<file path="src/rtl/sdmp3_stream_checker.sv">
// Passive in-order scoreboard: deserialises a source and a sink serial link in the
// system clock domain and checks every sink word against a FIFO of source words.
module sdmp3_stream_checker_deser #(
    parameter int WIDTH     = 8,
    parameter int MSB_FIRST = 1
) (
    input  logic             clk,
    input  logic             rst,
    input  logic             ser_clk,
    input  logic             ser_dat,
    input  logic             ser_en,
    output logic             word_valid,
    output logic [WIDTH-1:0] word
);
    localparam int CW = (WIDTH > 1) ? $clog2(WIDTH) : 1;
    localparam logic [CW-1:0] LAST = CW'(WIDTH - 1);

    logic [2:0]       sync1_q, sync2_q;
    logic             clk_prev_q;
    logic [WIDTH-1:0] sh_q, sh_d;
    logic [CW-1:0]    cnt_q, cnt_d;
    logic             vld_q, vld_d;
    logic             clk_s, dat_s, en_s, rise;

    assign {clk_s, dat_s, en_s} = sync2_q;
    assign rise = clk_s & ~clk_prev_q;

    always_comb begin
        sh_d  = sh_q;
        cnt_d = cnt_q;
        vld_d = 1'b0;
        if (!en_s) begin
            cnt_d = '0;
        end else if (rise) begin
            if (MSB_FIRST != 0) sh_d = {sh_q[WIDTH-2:0], dat_s};
            else                sh_d = {dat_s, sh_q[WIDTH-1:1]};
            if (cnt_q == LAST) begin
                cnt_d = '0;
                vld_d = 1'b1;
            end else begin
                cnt_d = cnt_q + 1'b1;
            end
        end
    end

    always_ff @(posedge clk) begin
        if (rst) begin
            sync1_q    <= '0;
            sync2_q    <= '0;
            clk_prev_q <= 1'b0;
            sh_q       <= '0;
            cnt_q      <= '0;
            vld_q      <= 1'b0;
        end else begin
            sync1_q    <= {ser_clk, ser_dat, ser_en};
            sync2_q    <= sync1_q;
            clk_prev_q <= clk_s;
            sh_q       <= sh_d;
            cnt_q      <= cnt_d;
            vld_q      <= vld_d;
        end
    end

    // The shifter only moves on a serial edge, several clk after word_valid, so it doubles as the word register.
    assign word_valid = vld_q;
    assign word       = sh_q;
endmodule

</file>
<file path="config.mk">
export PLATFORM = sky130hd
export DESIGN_NAME = sdmp3_stream_checker_deser
export DESIGN_NICKNAME = d
export VERILOG_FILES = /design/src/rtl/sdmp3_stream_checker.sv
export SDC_FILE = /design/constraint.sdc
export NUM_CORES = 1
export LEC_CHECK = 0
export ABC_AREA = 1
export BUFFER_PORTS_ARGS = -buffer_cell sky130_fd_sc_hd__clkbuf_2
export CORE_MARGIN = 2
export CORE_UTILIZATION = 54
export DETAILED_ROUTE_END_ITERATION = 16
export PLACE_DENSITY_LB_ADDON = 0.3
export SLEW_MARGIN = 0
export SYNTH_ARGS = -nofsm -noshare
export SYNTH_HDL_FRONTEND = slang
export SYNTH_SLANG_ARGS = --single-unit
export TNS_END_PERCENT = 20
</file>
<file path="constraint.sdc">
create_clock -name clk -period 1.9 [get_ports clk]
set_input_delay 0.475 -clock clk [delete_from_list [all_inputs] [get_ports clk]]
set_output_delay 0.475 -clock clk [all_outputs]
set_load 0.02 [all_outputs]
</file>
==> run_results.csv <==
group,metric,value,unit
outcome,status,"finished, final reports clean",
critical_path,cp_data_arrival_time,0.86,ns
global_routing,grt_overflow_total,0,
clocking,cts.repair.resized,0,
synth,synth_cells,97,
synth,synth_fp_nets,104,
floorplan,core-area,1270,sq um
sta,fin_crit,1.33,ns
sta,fin_tns_setup,0,ns
detailed_routing,avgViaCountPerCell,4.42,
synth,netlist_area,723,sq um
detailed_routing,drcViolationCount,0,
detailed_routing,dr.pass1.iters,5,
clocking,ctsHoldBuffers,0,
floorplan,ios,14,
sta,hold_violations,0,
sta,worstMarginPinSlew,0.214,ns
sta,rsz0062_at_grt,"false",
critical_path,max_stage_delay,0.38,ns
synth,ys_seq_area_frac,0.526,
synth,netlist_top_cells_count,"29 x nor2_1, 21 x inv_1, 19 x dfxtp_1, 18 x nand2_1",
critical_path,cp_slowest_cell,"dfxtp_1",
floorplan,die_x,40.6,um
detailed_routing,wl,1150,um
power_and_ir_drop,powerDensity,790,nW/um^2
critical_path,critPathLaunch,"word[0]",
critical_path,worstPathRequired,1.42,ns
synth,synth_ff_type,"dfxtp_1",
critical_path,r2r-start,"cnt_q[0]",
sta,clock_skew,0.00691,ns
place,place_ws,0.774,ns
place,dpl.hpwl,823,um
detailed_routing,vias,561,
synth,synth_top_cell_by_area,"dfxtp_1",
synth,synth_top_family_by_area,"simple AND/OR/NAND/NOR gates",
critical_path,reg2reg_slack,0.77,ns
synth,synth_edf_count,0,
clocking,clockBufferDepth,2,
sta,drv_slew,0,
critical_path,cp-end-kind,"primary output",
synth,synth_xor_area_frac,0,
layout,antenna_cells,0,
clocking,htree_levels,1,
sta,setup_slack,0.565,ns
sta,max_freq,749,MHz
layout,nNetsFinal,120,
clocking,worstSkewPairLatency,0.30,ns
synth,yosysWarnings,0,
sta,finalHoldWorstSlack,0.349,ns
synth,synth_fa_ha_area_frac,0.0346,
critical_path,criticalPathCategory,"flop to primary output",
clocking,postCtsSetupBuffers,0,
synth,avgSynthCellArea,7.46,sq um
sta,setup_viol,0,
critical_path,cp_max_fo,3,
power_and_ir_drop,leakagePower,0.460,nW
job,drv_cap,0,
floorplan,rows,13,
layout,syn2layout_area_growth,12.6,%
clocking,cts_tree,"yes",
synth,yosysMostFrequentCell,"nor2_1",
critical_path,critPathTopFamily,"flip-flops",
detailed_routing,antenna_left,0,
clocking,clk_pin_slew,0.11,ns
synth,synth_area_leaders,"dfxtp_1 53%, nor2_1 15%, inv_1 11%",
synth,synthSimpleGateAreaFrac,0.284,
global_routing,grt_max_degree,18,
sta,relSlewSlack,0.857,
critical_path,worst-path-buf-inv,1,
layout,fillers,112,
clocking,cts_made_buffers,3,
detailed_routing,wl_per_cell,9.07,um
synth,synth_cell_type_count,12,
place,routabilityCongestion,0.703,
sta,period_share,0.702,
critical_path,start_kind,"flop",
critical_path,crit_chain,"clkbuf_2",
floorplan,die_area,1650,sq um
synth,muxShareOfSynthArea,0,
global_routing,grt_pass1_wl,1690,um
synth,synthArstFlopShare,0,
floorplan,start_util,0.570,
worst_hold_path,hold_path_class,"input port to flop",
worst_hold_path,min_from,"ser_en",
synth,synth_top_area_share,0.526,
power_and_ir_drop,vdd_drop_max,0.456,mV
global_routing,grt_usage,0.169,
global_routing,first_global_vias,417,
clocking,root_buffer,"clkbuf_4",
synth,ys_ff_latch,19,
layout,final_layout_size_suffix_gt1_frac,0.161,
detailed_routing,drt_iter0_drc,5,
synth,synth_compound_area_frac,0.0208,
clocking,cts.sinks,19,
place,port_buffers,13,
floorplan,die_y,40.6,um
global_routing,antenna_found_initial,0,
[cell type report]
type / count / area (sq um) / share of cell area
Sequential cell: 19 / 380 / 0.467
Timing Repair Buffer: 13 / 65.1 / 0.0799
Inverter: 21 / 78.8 / 0.0968
Tap cell: 15 / 18.8 / 0.0230
Multi-Input combinational cell: 55 / 245 / 0.301
Clock buffer: 4 / 26.3 / 0.0323
[kinds of logic (layout without fill, tap and decap cells)]
group           Yosys count  in the layout
flops                    19             19
buf+inv                  23             38
simple gates             50             50
compound gates            3              3
fa+ha+maj                 2              2
[placed cells by master (no fill, tap or decap), drive strengths merged]
cell,instances
clkbuf,17
nor3,1
nand2,19
o21ai,2
nand3,1
nor2,29
a21oi,1
dfxtp,19
ha,2
inv,21
[stage by stage]
step	power, mW	cells	area [sq um]	utilization
final	0.644	127	815	0.642
after global routing	0.667	127	815	0.642
after CTS	0.650	127	815	0.642
after detailed placement	0.451	123	788	0.621
after global placement	0.450	123	788	0.621
after floorplan	0.443	97	723	-
[state kept, by name, indices dropped and copies added (netlist names)]
register    count
word            8
cnt_q           3
sync1_q         3
sync2_q         3
clk_prev_q      1
word_valid      1
[layer usage]
layer	vias up	share of wire	track usage
li1	305	-	-
met1	236	0.49	0.201
met2	15	0.43	0.254
met3	5	0.043	0.0333
met4	0	0.031	0.150
met5	-	0	0
[where the power goes]
part / internal (mW) / total, mW / switching (mW)
sequential: 0.407 / 0.412 / 0.00482
combinational: 0.0105 / 0.0296 / 0.0191
clock: 0.0818 / 0.202 / 0.121
[worst paths after layout]
path | to | cells past startpoint
hold / removal | sync1_q[0] | 3
setup / recovery | word[0] | 1
setup reg to reg | cnt_q[2] | 4
hold reg to reg | sync2_q[2] | 2
Power figures use the tool's default switching activity.
